$ cat config.mk
export PLATFORM = sky130hd
export DESIGN_NAME = if_fetch
export DESIGN_NICKNAME = d
export VERILOG_FILES = /design/src/rtl/if_fetch_pkg.sv /design/src/rtl/if_fetch.sv
export SDC_FILE = /design/constraint.sdc
export NUM_CORES = 1
export LEC_CHECK = 0
export CELL_PAD_IN_SITES_DETAIL_PLACEMENT = 1
export CELL_PAD_IN_SITES_GLOBAL_PLACEMENT = 1
export CORE_MARGIN = 5
export CORE_UTILIZATION = 36
export DETAILED_ROUTE_END_ITERATION = 10
export PLACE_DENSITY_LB_ADDON = 0.1
export SETUP_SLACK_MARGIN = 0.2
export SYNTH_ARGS = -nofsm -noshare
export SYNTH_HDL_FRONTEND = slang
export SYNTH_SLANG_ARGS = --single-unit
$ cat constraint.sdc
create_clock -name clk -period 2.2 [get_ports clk]
set_input_delay 0.33 -clock clk [delete_from_list [all_inputs] [get_ports clk]]
set_output_delay 0.33 -clock clk [all_outputs]
set_load 0.02 [all_outputs]
$ cat src/rtl/if_fetch_pkg.sv
// Shared fetch-FSM encodings so ctrl and debug logic decode the IF state identically.
package if_fetch_pkg;
  localparam logic [2:0] IF_ST_ISSUE0 = 3'd0;
  localparam logic [2:0] IF_ST_ISSUE1 = 3'd1;
  localparam logic [2:0] IF_ST_ISSUE2 = 3'd2;
  localparam logic [2:0] IF_ST_ISSUE3 = 3'd3;
  localparam logic [2:0] IF_ST_LAST   = 3'd4;
  localparam logic [2:0] IF_ST_DELIV  = 3'd5;

  // ISSUEk encodings equal k, so state[1:0] doubles as the byte offset.
  function automatic logic is_issue(input logic [2:0] st);
    return st <= IF_ST_ISSUE3;
  endfunction
endpackage

$ cat src/rtl/if_fetch.sv
// Instruction fetch: reads one 32-bit instruction as four byte reads over the shared
// memory port, then offers {pc, inst} to IF/ID until it is accepted.
module if_fetch
  import if_fetch_pkg::*;
#(
  parameter logic [31:0] RESET_PC = 32'h0000_0000,
  parameter int          ADDR_W   = 32
) (
  input  logic              clk,
  input  logic              rst,
  input  logic              stall_i,
  input  logic              branch_flag_i,
  input  logic [31:0]       branch_target_address_i,
  output logic              mem_req_o,
  output logic [ADDR_W-1:0] mem_addr_o,
  input  logic              mem_grant_i,
  input  logic [7:0]        mem_din_i,
  output logic [31:0]       pc_o,
  output logic [31:0]       inst_o,
  output logic              inst_valid_o
);
  logic [2:0]      r_state;
  logic [31:0]     r_pc;
  logic [3:0][7:0] r_b;
  logic            r_pend;
  logic [31:0]     r_pc_o;
  logic [31:0]     r_inst_o;

  logic        w_redirect;
  logic        w_grant;
  logic        w_cap;
  logic [2:0]  w_prev;
  logic [31:0] w_byte_addr;

  // A branch under a load-use stall is dropped; ID re-asserts it after the stall.
  assign w_redirect  = branch_flag_i & ~stall_i;
  assign w_byte_addr = r_pc + {30'd0, r_state[1:0]};
  assign mem_req_o   = is_issue(r_state) & ~rst;
  assign mem_addr_o  = mem_req_o ? w_byte_addr[ADDR_W-1:0] : '0;
  assign w_grant     = mem_req_o & mem_grant_i;

  // Data for the request granted last cycle lands now; r_pend makes a held cycle capture once.
  assign w_prev = r_state - 3'd1;
  assign w_cap  = r_pend & (r_state >= IF_ST_ISSUE1) & (r_state <= IF_ST_LAST);

  assign pc_o         = r_pc_o;
  assign inst_o       = r_inst_o;
  assign inst_valid_o = (r_state == IF_ST_DELIV) & ~stall_i & ~branch_flag_i & ~rst;

  always_ff @(posedge clk) begin
    if (rst) begin
      r_state  <= IF_ST_ISSUE0;
      r_pc     <= RESET_PC;
      r_b      <= '0;
      r_pend   <= 1'b0;
      r_pc_o   <= '0;
      r_inst_o <= '0;
    end else if (w_redirect) begin
      r_state <= IF_ST_ISSUE0;
      r_pc    <= branch_target_address_i;
      r_b     <= '0;
      r_pend  <= 1'b0;
    end else begin
      r_pend <= w_grant;
      if (w_cap) r_b[w_prev[1:0]] <= mem_din_i;
      case (r_state)
        IF_ST_ISSUE0, IF_ST_ISSUE1, IF_ST_ISSUE2, IF_ST_ISSUE3:
          if (w_grant) r_state <= r_state + 3'd1;
        IF_ST_LAST: begin
          r_state  <= IF_ST_DELIV;
          r_pc_o   <= r_pc;
          r_inst_o <= {mem_din_i, r_b[2], r_b[1], r_b[0]};
        end
        IF_ST_DELIV:
          if (!stall_i) begin
            r_pc    <= r_pc + 32'd4;
            r_state <= IF_ST_ISSUE0;
          end
        default: r_state <= IF_ST_ISSUE0;
      endcase
    end
  end
endmodule

# After elaboration in Yosys (flattened, before gate mapping)
# Index checks and enable logic that the tools add are counted.
# classes
n_addsub	4
magnitude_cmp	5
eq_ne	8
n_mux	10
bitwise_logic	12
n_reduce_logical	8
# op_table
operator	n
$mux 32	4
$add 32x2->32	1
$add 32x3->32 const B	1
$bwmux 32	1
$demux 8 s2	1
$pmux 3 s3	1
$and 1x1->1	8
$mux 8	1
$eq 3x2->1 const B	2
$eq 3x3->1 const B	2
$mux 3	2
$reduce_and 2->1	3
$ne 2x2->1 const B	2
$not 1->1	4
$reduce_or 4->1	1
$add 3x1->3 const B	1
$eq 3x1->1 const B	1
$ge 3x1->1 const B	1
$le 3x2->1 const B	1
$le 3x3->1 const B	1
$logic_not 3->1	1
$lt 2x3->1 const B	1
$ge 2x1->1 const B	1
$ne 2x1->1 const B	1
4 further kinds	4
# word_totals
regBits	132
inputBits	45
out_inout_bits	98
word_cells	56

# Logic depth before layout (Yosys ltp)
# depth
word_depth	6
mapped_depth	10
ltp_nobuf	8

# Worst setup path after synthesis
# OpenSTA, ideal clock, no wires.
# synth_timing
kind	register to output
startpoint	register r_pc[3]
endpoint	output mem_addr_o[22]
arrival_ns	1.890
required_ns	1.870
slack_ns	-0.020
path_stages_with_launch	6
path_buffers	0
cell_sequence	dfxtp_1 ha_1 and4_1 nand4_1 or3_1 a21oi_1
# synth_between
elab_chain_len	2
# synth_lines
element	line_no	text
start: declaration	if_fetch.sv:23	logic [31:0] r_pc;
start signal: assignment	if_fetch.sv:60	r_pc <= branch_target_address_i;
start signal: assignment	if_fetch.sv:76	r_pc <= r_pc + 32'd4;
$add 32x2->32	if_fetch.sv:37	assign w_byte_addr = r_pc + {30'd0, r_state[1:0]};
$mux 32	if_fetch.sv:39	assign mem_addr_o = mem_req_o ? w_byte_addr[ADDR_W-1:0] : '0;
end: declaration	if_fetch.sv:15	output logic [ADDR_W-1:0] mem_addr_o,
# No other way between the ends.

# Worst setup path in the final report
# layout_timing
startpoint	register r_pc[2]
endpoint	output mem_addr_o[30]
# The elaborated chain is that of the path after synthesis.

==> results.cfg <==
[finish]
final_common_cell = nand2_1
final_cell_mix = nand2_1 (157), buf_4 (146), clkdlybuf4s50_1 (107)
fin_util_pct = 66.78
drive_gt1_share_pct = 40.83
n_antenna_cell = 0
nets = 1121
syn_to_final_growth_pct = 82.61

[die]
core-area_um2 = 16520
initial_core_util_pct = 36.57
die_w_um = 139.6
chipHeight_um = 139.6
die_area_um2 = 19480
rows = 47
io_pins = 143

[timing]
whs_ns = 0.4540
final_max_slew_viol_count = 0
rsz0062_at_grt = yes
max_freq_mhz = 375.5
finalCritPeriodShare_pct = 121.0
min_period_ns = 2.663
slew_headroom_pct = 35.13
hold_viol_final = 0
setup_ws_ns = -0.4630
setup_viol = 124
finalSetupTns_ns = -18.26
clock_skew_ns = 0.01404
worst_pin_slew_ns = 0.9730

[synthesis]
synthDistinctLibCells = 63
syn_avg_cell_area_um2 = 7.859
syn-cell-area_um2 = 6043
synth_edf_count = 0
syn_nets = 823
ys_seq_area_share_pct = 41.08
synthCells = 769
synthArstFlopShare_pct = 0
synth-warning-count = 0
synth-main-ff-cell = dfxtp_1
ys_ff_latch = 124

[route]
dr_total_vias = 7889
wl_per_cell_um = 28.22
drt_iter0_drc = 726
finalWirelength_um = 36690
antenna_left = 0
firstDrtPassIters = 5
drc = 0
viasPerCell = 6.068

[clocking]
cts.clk_slew.worst_paths_ns = 0.06
insertion_delay_ns = 0.44
cts.path.max_buffers = 2
cts_sinks = 124
cts_buffers = 17
holdBufCountCts = 0
cts_tree = done
cts-root-buf = clkbuf_16
htreeDepth = 4

[worst_setup_path]
critPathCaptureType = primary output
cp_max_fo = 8
required_ns = 1.87
worstSetupPathType = reg2out
cp.arrival_ns = 2.33
start_kind = flop

[placed_design]
pre_cts_slack_ns = -0.4791
gp_congestion = 0.8795
post-dp-hpwl_um = 17690
port_buffers = 142

[global_route]
grt_overflow = 0
grt_max_degree = 71
grt_use_total_pct = 26.25
grt_first_pass_wirelength_um = 40810
antenna_found_initial = 0
grt_pass1_vias = 7422

[hold_path]
hold_path_class = reg2reg

[pwr]
p_leak_nw = 4.416
vdd_drop_max_uv = 563.7
pwr_density_cell_nw_per_um2 = 812.1
p_total_mw = 8.962

[flow_run]
maxCapViolCount = 0

[status]
run_status = finished, violations left
failed_checks = negative setup slack
state kept, by name, summed over array words and instances (netlist names):
signal	count
inst_o	32
pc_o	32
r_pc	32
r_b	24
r_state	3
r_pend	1
stage by stage:
step | cells | instance area (um2)
5_1_grt | 1300 | 11040
2_1_floorplan | 769 | 6162
4_1_cts | 1240 | 9579
3_5_place_dp | 1196 | 8610
3_3_place_gp | 1196 | 8610
6_report | 1300 | 11040
worst max-delay path, stage by stage, from the launching register on:
cell     delay [ns]
dfxtp_4        0.38
ha_4           0.16
buf_4          0.12
nand4_4        0.12
nor3_4         0.28
buf_12         0.16
nand4_1        0.19
xor2_1         0.23
nor2_2         0.12
buf_6          0.13
timing repair:
action	in CTS	in global routing
hold endpoints to repair	0	0
buffers inserted	12	44
resized for setup	228	222
pin swaps	22	70
endpoints found under the setup margin	132	106
gates cloned	0	16
synth_stat cells (all sizes together), types with 2 or more instances:
cell,instances,area [um2]
a211oi,6,45.04
a21oi,89,445.4
a22oi,9,67.56
a311oi,2,17.52
a31oi,8,50.05
and2,3,18.77
and3,4,25.02
and4,7,62.56
buf,20,110.1
clkbuf,41,155.1
dfxtp,124,2482
ha,8,100.1
inv,9,33.78
mux2i,27,270.3
nand2,180,683.2
nand2b,2,12.51
nand3,24,120.1
nand4,19,170.2
nor2,67,259.0
nor3,16,107.6
nor4,4,25.02
o211ai,8,60.06
o21ai,15,75.07
o21bai,3,22.52
o22ai,3,18.77
o311a,2,20.02
o311ai,3,26.28
o31ai,4,30.03
or2,4,25.02
or3,11,70.07
or4,7,52.55
xnor2,8,70.07
xor2,14,122.6
power by group:
part	switching [mW]	total [mW]	internal, mW
clock network	1.20	3.05	1.85
registers	0.124	2.50	2.37
logic	1.85	3.42	1.57
logic make-up (layout without fill, tap and decap cells):
kind of cell	count (synthesis)	after routing	synth area share, %
DFF	124	124	41.08
and+or+nand+nor	353	354	27.93
buffers and inverters	70	380	4.948
AOI/OAI and AO/OA	164	164	16.40
adders and majority gates	9	9	1.988
xor gates and xnor gates	22	22	3.188
muxes	27	27	4.472
area by class of cell:
class                      count  area (um2)
tap                          220       275.3
timing repair buffer         339        3440
fill                        1783        5489
inverter                       9       46.29
multi-input combinational    576        4129
clock inverter                12       161.4
sequential                   124        2527
clock buffer                  20       456.7
worst paths after layout:
kind,slack [ns],start,to,cells past startpoint
max,-0.46,r_pc[2]$_SDFFE_PP0P_,mem_addr_o[30],9
min,0.45,inst_o[2]$_SDFFE_PP0P_,inst_o[2]$_SDFFE_PP0P_,2
max reg2reg,-0.33,r_state[1]$_SDFFE_PP0P_,r_b[12]$_SDFFE_PP0P_,12
min reg2reg,0.45,inst_o[2]$_SDFFE_PP0P_,inst_o[2]$_SDFFE_PP0P_,2
per-layer routing:
metal	global-route usage [%]	vias up	routed length, um
met5	0	-	0
met4	9.944	0	1920
met3	5.180	156	2971
met2	44.25	521	17770
met1	33.27	3929	14030
li1	-	3283	-
Note: power is estimated with default switching activity, not from simulation.
